--- config.mk ---
export PLATFORM = sky130hd
export DESIGN_NAME = mpmc12_wdf_burst_gen
export DESIGN_NICKNAME = d
export VERILOG_FILES = /design/src/rtl/mpmc12_wdf_burst_gen.sv
export SDC_FILE = /design/constraint.sdc
export NUM_CORES = 1
export LEC_CHECK = 0
export CAP_MARGIN = 5
export CORE_ASPECT_RATIO = 1.1
export CORE_MARGIN = 5
export CORE_UTILIZATION = 35
export DETAILED_ROUTE_END_ITERATION = 10
export GPL_TIMING_DRIVEN = 0
export PLACE_DENSITY = 0.79
export SLEW_MARGIN = 20
export SYNTH_ARGS = -nofsm -noshare
export SYNTH_HDL_FRONTEND = slang
export SYNTH_SLANG_ARGS = --single-unit
--- constraint.sdc ---
create_clock -name clk -period 2.44 [get_ports clk]
set_input_delay 0.366 -clock clk [delete_from_list [all_inputs] [get_ports clk]]
set_output_delay 0.366 -clock clk [all_outputs]
set_load 0.02 [all_outputs]
--- src/rtl/mpmc12_wdf_burst_gen.sv ---
// mpmc12_wdf_burst_gen
// Write-data burst sequencer for the mpmc12 memory controller. Accepts a burst request
// (burst_len+1 commands, DPC app_wdf beats per command), pops beats from the port write
// buffer and presents them to the MIG write-data FIFO, holding everything stable under
// app_wdf_rdy backpressure. app_wdf_end marks the last beat of each command.
//
// Ports:
//   clk, rst_n          clock, synchronous active-low reset
//   start, burst_len    burst request (sampled only when idle), commands minus one
//   dat_valid, dat_i,
//   mask_i, dat_rd      write-buffer side; dat_rd pops one beat
//   app_wdf_*           MIG write-data FIFO side
//   busy, done, err     status; done pulses with the final acceptance
//
// Optional feature: define MPMC12_WDF_WATCHDOG_EN to build a stall watchdog that aborts
// the burst and raises a sticky err after TMO consecutive backpressured cycles.
module mpmc12_wdf_burst_gen #(
    parameter int unsigned DW  = 128,
    parameter int unsigned MW  = DW / 8,
    parameter int unsigned BLW = 6,
    parameter int unsigned DPC = 1,
    parameter int unsigned TMO = 1024
) (
    input  logic           clk,
    input  logic           rst_n,
    input  logic           start,
    input  logic [BLW-1:0] burst_len,
    input  logic           dat_valid,
    input  logic [DW-1:0]  dat_i,
    input  logic [MW-1:0]  mask_i,
    output logic           dat_rd,
    input  logic           app_wdf_rdy,
    output logic           app_wdf_wren,
    output logic [DW-1:0]  app_wdf_data,
    output logic [MW-1:0]  app_wdf_mask,
    output logic           app_wdf_end,
    output logic           busy,
    output logic           done,
    output logic           err
);

    localparam logic [1:0] IDLE    = 2'd0;
    localparam logic [1:0] FETCH   = 2'd1;
    localparam logic [1:0] PRESENT = 2'd2;

    logic [1:0]     state_q, state_d;
    logic [BLW-1:0] len_q, len_d;
    logic [BLW:0]   cnt_q, cnt_d;
    logic           wren_q, wren_d;
    logic           end_q, end_d;
    logic [DW-1:0]  data_q, data_d;
    logic [MW-1:0]  mask_q, mask_d;
    logic           pop;
    logic           fin;
    logic           abort;
    logic [BLW:0]   cnt_nxt;
    logic [BLW:0]   last_idx;
    logic           is_last;

    assign cnt_nxt = cnt_q + (BLW + 1)'(1);
    // Index of the final beat, (burst_len+1)*DPC - 1, without a multiplier.
    assign last_idx = (DPC == 2) ? {len_q, 1'b1} : {1'b0, len_q};
    assign is_last  = (cnt_q == last_idx);

`ifdef MPMC12_WDF_WATCHDOG_EN
    localparam int unsigned TW = $clog2(TMO + 1);

    logic [TW-1:0] wd_q;
    logic          err_q;
    logic          stall;

    assign stall = (state_q == PRESENT) && !app_wdf_rdy;
    assign abort = stall && (wd_q == TW'(TMO - 1));

    always_ff @(posedge clk) begin
        if (!rst_n) begin
            wd_q  <= '0;
            err_q <= 1'b0;
        end else begin
            if (stall && !abort) wd_q <= wd_q + TW'(1);
            else                 wd_q <= '0;
            if (abort) err_q <= 1'b1;
        end
    end

    assign err = err_q;
`else
    assign abort = 1'b0;
    assign err   = 1'b0;
`endif

    always_comb begin
        state_d = state_q;
        len_d   = len_q;
        cnt_d   = cnt_q;
        wren_d  = wren_q;
        end_d   = end_q;
        data_d  = data_q;
        mask_d  = mask_q;
        pop     = 1'b0;
        fin     = 1'b0;
        case (state_q)
            IDLE: begin
                if (start) begin
                    len_d   = burst_len;
                    cnt_d   = '0;
                    state_d = FETCH;
                end
            end
            FETCH: begin
                if (dat_valid) begin
                    data_d  = dat_i;
                    mask_d  = mask_i;
                    end_d   = (DPC == 1) ? 1'b1 : cnt_q[0];
                    wren_d  = 1'b1;
                    pop     = 1'b1;
                    state_d = PRESENT;
                end
            end
            PRESENT: begin
                if (app_wdf_rdy) begin
                    if (is_last) begin
                        wren_d  = 1'b0;
                        end_d   = 1'b0;
                        fin     = 1'b1;
                        state_d = IDLE;
                    end else begin
                        cnt_d = cnt_nxt;
                        if (dat_valid) begin
                            // Back-to-back load keeps one beat per cycle.
                            data_d = dat_i;
                            mask_d = mask_i;
                            end_d  = (DPC == 1) ? 1'b1 : cnt_nxt[0];
                            pop    = 1'b1;
                        end else begin
                            // Drop wren rather than re-present stale data.
                            wren_d  = 1'b0;
                            end_d   = 1'b0;
                            state_d = FETCH;
                        end
                    end
                end else if (abort) begin
                    wren_d  = 1'b0;
                    end_d   = 1'b0;
                    state_d = IDLE;
                end
            end
            default: begin
                wren_d  = 1'b0;
                end_d   = 1'b0;
                state_d = IDLE;
            end
        endcase
    end

    always_ff @(posedge clk) begin
        if (!rst_n) begin
            state_q <= IDLE;
            len_q   <= '0;
            cnt_q   <= '0;
            wren_q  <= 1'b0;
            end_q   <= 1'b0;
            data_q  <= '0;
            mask_q  <= '0;
        end else begin
            state_q <= state_d;
            len_q   <= len_d;
            cnt_q   <= cnt_d;
            wren_q  <= wren_d;
            end_q   <= end_d;
            data_q  <= data_d;
            mask_q  <= mask_d;
        end
    end

    // Strobes are gated by reset so an abandoned burst can never pop or signal done.
    assign dat_rd       = pop && rst_n;
    assign done         = fin && rst_n;
    assign busy         = (state_q != IDLE);
    assign app_wdf_wren = wren_q;
    assign app_wdf_end  = end_q;
    assign app_wdf_data = data_q;
    assign app_wdf_mask = mask_q;

endmodule

==> run summary, run 1 <==
Gate Count Post-Synth - 778
Detail Route Antenna Nets - 0
WL per Instance - 17.12 um
Max VDD drop - 0.0005229 V
CP Data Arrival Time - 1.94 ns
Startpoint Class - register
# DRC - 0
Worst skew pair latency - 0.41 ns
Pwr dens - 841.9 mW/mm2
Initial Utilization - 0.3552
Drt first-iter violations - 253
Syn-to-layout area delta - 54.46%
Syn avg cell area - 9.361 um2
Worst min-delay path category - input pin to register
Vias in the first global route - 6721
Reg clk slew, reported paths - 0.07 ns
Crit share post-route - 0.9437
Setup Viol. Count Final - 0
Internal power - 6.077 mW
Gpl congestion - 0.8158
Sequential Power Share - 0.346
Max-slew violation count - 0
Critical path peak fanout - 10
Pleak - 3.936 nW
Combinational share of power - 0.382
WL final - 23.51 mm
Design Power - 9.471 mW
Fmax - 434.3 MHz
IO Port Bufs - 301
Synthesized area - 0.007283 mm2
Top-level port count - 305
EDFF count, synth - 0
RSZ-0062 raised after global routing - no
Row cnt - 55
DP Worst Slack - -0.4779 ns
Die height - 161.3 um
Switch Pwr - 3.395 mW
Layout cell share with drive strength beyond 1 - 0.2625
Area share of the largest cell type after synthesis - 0.4425
Top post-synthesis cells by area - dfxtp_1, nand3_2, o21ai_2
Die area - 0.02380 mm2
Setup_tns - 0 ns
Final hold slack - 0.3400 ns
Setup WS post-layout - 0.1374 ns
Antenna violations before repair - 1
Finished Core Util - 0.5486
Root Buffer - clkbuf_16
Sequential share of the synthesized area - 0.4425
MaxCap Viol Count - 0
Post-synth top flop - dfxtp_1
Actual slew at the worst max-slew pin - 0.6707 ns
Synth cell count leaders - nand2_1, dfxtp_1, nand3_2, o21ai_2, nand3_1
Async S/R FF share, synth - 0
Switching Share - 0.3584
All-layer global routing usage - 0.1916
Minimum clock period after layout - 2.303 ns
Area leader, netlist - dfxtp_1
DIE WIDTH - 147.5 um
Largest net degree at the start of global routing - 17
CTS max path bufs - 2
Synth warnings - 0
Yosys reg bits - 161
Status - finished, final reports clean
Slew headroom - 0.5529
Vias - 6806
CTS H-Tree Depth - 4
Skew final - 0.01009 ns
Clock power frac - 0.272
CTS tree - yes
Number of buffers created by CTS - 17
Final net count - 1263
CORE AREA - 0.02051 mm2
Top-count cell post-synth - nand2_1
DR pass1 iterations - 4
Distinct cells, synth - 39
Via/cell ratio - 4.957
Fin. Hold Viols - 0
Setup crit end kind - output port
Worst Path Required - 2.07 ns
Clk sink count - 161
Post-Syn Nets - 938
Setup CP Type - register to output port
GRT overflow - 0
DPL Wire Length - 18.00 mm
First-pass GRT wire length - 36.69 mm
-- cells in the final DEF (no fill, tap or decap), drive strengths merged, types with 6 or more instances in the layout --
| cell | netlist | layout |
|---|---|---|
| a21oi | 9 | 9 |
| xor2 | 6 | 6 |
| nor2 | 12 | 12 |
| a31oi | 8 | 8 |
| inv | 6 | 10 |
| buf | 41 | 48 |
| clkbuf | 31 | 50 |
| clkdlybuf4s50 | 0 | 298 |
| dfxtp | 161 | 161 |
| o21ai | 147 | 147 |
| nand2 | 168 | 168 |
| nand3 | 156 | 156 |
-- power groups by stage --
stage	clock network (mW)	logic, mW	registers [mW]
5_1_grt	2.77	3.87	3.33
4_1_cts	2.64	3.63	3.28
3_5_place_dp	0	3.57	3.33
3_3_place_gp	0	3.53	3.32
6_report	2.57	3.62	3.28
2_1_floorplan	0	1.58	3.79
-- cell type report --
class / instances / area (um2)
sequential: 161 / 3228
clock buffer: 19 / 432.9
multi-input combinational: 539 / 3541
timing repair buffer: 307 / 3047
tap: 256 / 320.3
clock inverter: 13 / 126.4
inverter: 6 / 22.52
antenna: 1 / 2.502
fill: 1865 / 9258
buffer: 71 / 529.3
-- flip-flops by register name, indices dropped and copies added (netlist names) --
name	cells
app_wdf_data	128
app_wdf_end	1
app_wdf_mask	16
app_wdf_wren	1
cnt_q	7
len_q	6
state_q	2
-- per-layer routing --
metal	up-vias	part of all wire	track usage	wire length, um
li1	3336	-	-	-
met2	228	0.49	0.3286	11590
met5	-	0	0	0
met1	3198	0.42	0.2267	9792
met3	44	0.062	0.05415	1446
met4	0	0.029	0.07458	678
-- what timing repair did --
item / 4_1_cts / 5_1_grt
gates cloned: 0 / 0
buffers inserted: 3 / 3
hold buffers: 0 / 0
pin swaps: 3 / 1
gates resized for setup: 16 / 10
endpoints found under the setup margin: 13 / 134
-- worst paths after layout --
| check | from | endpoint | cells after the start | slack [ns] |
|---|---|---|---|---|
| worst max-delay path | cnt_q[2]$_SDFFE_PN0P_ | dat_rd | 7 | 0.14 |
| worst min-delay path | start | len_q[1]$_SDFFE_PN0P_ | 3 | 0.34 |
| worst max register to register | state_q[0]$_SDFFE_PN0P_ | app_wdf_data[110]$_SDFFE_PN0P_ | 11 | 0.23 |
| worst min register to register | app_wdf_mask[15]$_SDFFE_PN0P_ | app_wdf_mask[15]$_SDFFE_PN0P_ | 2 | 0.45 |
-- stage by stage --
step,cell area (um2),instances
2_1_floorplan,7283,778
3_3_place_gp,10620,1335
3_5_place_dp,10620,1335
4_1_cts,11220,1370
5_1_grt,11250,1373
6_report,11250,1373
-- cells by family after synthesis --
logic type | share of synthesized area
AOI/OAI and AO/OA | 0.1804
xor gates and xnor gates | 0.007215
adders and majority gates | 0.008590
buffers and inverters | 0.07250
DFF | 0.4425
muxes | 0.002920
other | 0.0005149
and+or+nand+nor | 0.2853
-- critical path, stage by stage (launching register included) --
cell	delay, ns
dfxtp_2	0.35
xor2_1	0.19
nor4_4	0.32
nand2_2	0.09
clkbuf_8	0.18
a31oi_2	0.18
nor2_1	0.06
buf_2	0.15
Power figures use the tool's default switching activity.
==> run 2, diff against run 1 <==
Settings changed: PLACE_DENSITY 0.79 to 0.68.
==> run 2 against run 1 <==
Net effect: critical path depth decreased by 1; setup slack worse by 0.012 ns; sequential share of layout area barely moved; clock skew is 0.0016 ns higher; power fell by 0.15%; first-iteration DRC count down 20%; fmax fell by 0.50%; combinational power barely moved; largest cell class unchanged.
==> run summary, run 2 (synthesis gave the netlist of run 1 again) <==
Vias in the first global route - 6552 (was 6721)
Minimum clock period after layout - 2.314 ns (was 2.303 ns)
Worst Path Required - 2.07 ns (about the same)
WL per Instance - 17.16 um (was 17.12 um)
Worst skew pair latency - 0.42 ns (was 0.41 ns)
Max-slew violation count - 0 (unchanged)
Critical path peak fanout - 10 (unchanged)
Setup crit end kind - output port (unchanged)
Pleak - 3.919 nW (was 3.936 nW)
Gpl congestion - 0.8029 (was 0.8158)
Vias - 6661 (was 6806)
Commonest non-fill, non-tap cell in the layout - clkdlybuf4s50_1 (unchanged)
Skew final - 0.01164 ns (was 0.01009 ns)
CP Data Arrival Time - 1.95 ns (was 1.94 ns)
CTS H-Tree Depth - 4 (unchanged)
CTS tree - yes (unchanged)
CORE AREA - 0.02051 mm2 (unchanged)
Syn-to-layout area delta - 54.44% (was 54.46%)
Layout cell share with drive strength beyond 1 - 0.2608 (was 0.2625)
IO Port Bufs - 301 (unchanged)
Setup WS post-layout - 0.1258 ns (was 0.1374 ns)
Root Buffer - clkbuf_16 (unchanged)
Setup CP Type - register to output port (unchanged)
Internal power - 6.071 mW (was 6.077 mW)
Clk sink count - 161 (unchanged)
Largest net degree at the start of global routing - 17 (unchanged)
Status - finished, final reports clean (unchanged)
Commonest non-fill, non-tap cells in the layout - clkdlybuf4s50_1, nand2_1, dfxtp_1 (unchanged)
# fillers - 1890 (was 1865)
Sequential Power Share - 0.346 (about the same)
Drt first-iter violations - 203 (was 253)
DPL Wire Length - 17.76 mm (was 18.00 mm)
Crit-path cells - xor2_1, nor4_4, nand2_2, clkbuf_8, nor2_1, clkdlybuf4s15_1 (was xor2_1, nor4_4, nand2_2, clkbuf_8, a31oi_2, nor2_1, buf_2)
Worst min-delay path category - input pin to register (unchanged)
# DRC - 0 (unchanged)
Fmax - 432.1 MHz (was 434.3 MHz)
Largest register FFs - 128 (unchanged)
Startpoint Class - register (unchanged)
DP Worst Slack - -0.5489 ns (was -0.4779 ns)
Initial Utilization - 0.3552 (unchanged)
Actual slew at the worst max-slew pin - 0.7534 ns (was 0.6707 ns)
Critical Path Max Stage Delay - 0.35 ns (about the same)
Via/cell ratio - 4.855 (was 4.957)
Switching Share - 0.3580 (was 0.3584)
RSZ-0062 raised after global routing - no (unchanged)
DIE WIDTH - 147.5 um (unchanged)
Switch Pwr - 3.386 mW (was 3.395 mW)
Ant. Diodes - 0 (was 1)
Finished Core Util - 0.5485 (was 0.5486)
Antenna violations before repair - 0 (was 1)
CTS max path bufs - 2 (unchanged)
First-pass GRT wire length - 36.25 mm (was 36.69 mm)
Design Power - 9.457 mW (was 9.471 mW)
All-layer global routing usage - 0.1901 (was 0.1916)
Final net count - 1263 (unchanged)
Crit share post-route - 0.9484 (was 0.9437)
Setup_tns - 0 ns (unchanged)
Combinational share of power - 0.383 (was 0.382)
Setup Viol. Count Final - 0 (unchanged)
GRT overflow - 0 (unchanged)
Reg clk slew, reported paths - 0.07 ns (about the same)
Die area - 0.02380 mm2 (unchanged)
Number of buffers created by CTS - 17 (unchanged)
Max VDD drop - 0.0004822 V (was 0.0005229 V)
Clock power frac - 0.271 (was 0.272)
Crit-path leading delay family - simple AND/OR/NAND/NOR gates (unchanged)
DR pass1 iterations - 4 (unchanged)
Pwr dens - 840.8 mW/mm2 (was 841.9 mW/mm2)
Buf/Inv on CP - 2 (unchanged)
Detail Route Antenna Nets - 0 (unchanged)
Slew headroom - 0.4977 (was 0.5529)
WL final - 23.54 mm (was 23.51 mm)
MaxCap Viol Count - 0 (unchanged)
Top-level port count - 305 (unchanged)
Die height - 161.3 um (unchanged)
Row cnt - 55 (unchanged)
Slowest cell on the critical path - dfxtp_2 (unchanged)
Fin. Hold Viols - 0 (unchanged)
-- run 2: cell types whose count changed in the layout (fill, tap and decap cells not counted), sizes merged --
cell and delta:
buf -1, clkinvlp +4, clkdlybuf4s15 +1, clkinv -4, diode -1
-- run 2: stage by stage --
stage	area, um2	std cells	hold WS, ns
2_1_floorplan	7283	778	0.4478
3_3_place_gp	10620	1335	0.4341
3_5_place_dp	10620	1335	0.4392
4_1_cts	11210	1369	0.3189
5_1_grt	11250	1372	0.3483
6_report	11250	1372	0.3360
-- run 2: worst reg2reg max path: stages, from the launching register on --
cell and delay (ns):
dfxtp_2 0.36, inv_1 0.08, ha_1 0.19, buf_2 0.17, mux2_1 0.21, nand2_1 0.08
a31oi_4 0.18, buf_12 0.15, buf_6 0.18, buf_2 0.29, nand3_1 0.16, o21ai_1 0.11
-- run 2: path summary, 6_finish.rpt --
| kind | from | end | slack [ns] | depth (start not counted) |
|---|---|---|---|---|
| setup reg to reg | state_q[0]$_SDFFE_PN0P_ | app_wdf_data[127]$_SDFFE_PN0P_ | 0.19 | 11 |
| hold / removal | start | len_q[5]$_SDFFE_PN0P_ | 0.34 | 3 |
| setup / recovery | cnt_q[3]$_SDFFE_PN0P_ | done | 0.13 | 6 |
| hold reg to reg | app_wdf_mask[3]$_SDFFE_PN0P_ | app_wdf_mask[3]$_SDFFE_PN0P_ | 0.45 | 2 |
-- run 2: area by class of cell --
cell class / instances / area, um2 / area share
Multi-Input combinational cell: 539 / 3535 / 0.3142
Clock buffer: 19 / 432.9 / 0.03849
Tap cell: 256 / 320.3 / 0.02848
Inverter: 6 / 22.52 / 0.002002
Timing Repair Buffer: 306 / 3057 / 0.2717
Clock inverter: 13 / 127.6 / 0.01135
Sequential cell: 161 / 3229 / 0.2871
Buffer: 72 / 524.3 / 0.04661
-- run 2: routing by layer --
layer	vias to the layer above	routed length, um	track usage
met2	216	11540	0.3213
met5	-	0	0
met1	3079	9877	0.2330
met4	0	405	0.05042
li1	3338	-	-
met3	28	1716	0.06229
-- run 2: timing repair --
item                                    CTS  global route
endpoints found under the setup margin    3           144
gates resized for setup                  15             9
hold buffers                              0             0
buffers inserted                          2             3
pin swaps                                 2             2
-- run 2: power by group through the flow --
stage	sequential [mW]	clock [mW]	combinational, mW
final	3.28	2.56	3.62
after global routing	3.33	2.75	3.86
after CTS	3.28	2.64	3.61
after detailed placement	3.33	0	3.56
after global placement	3.32	0	3.55
after floorplan	3.79	0	1.58
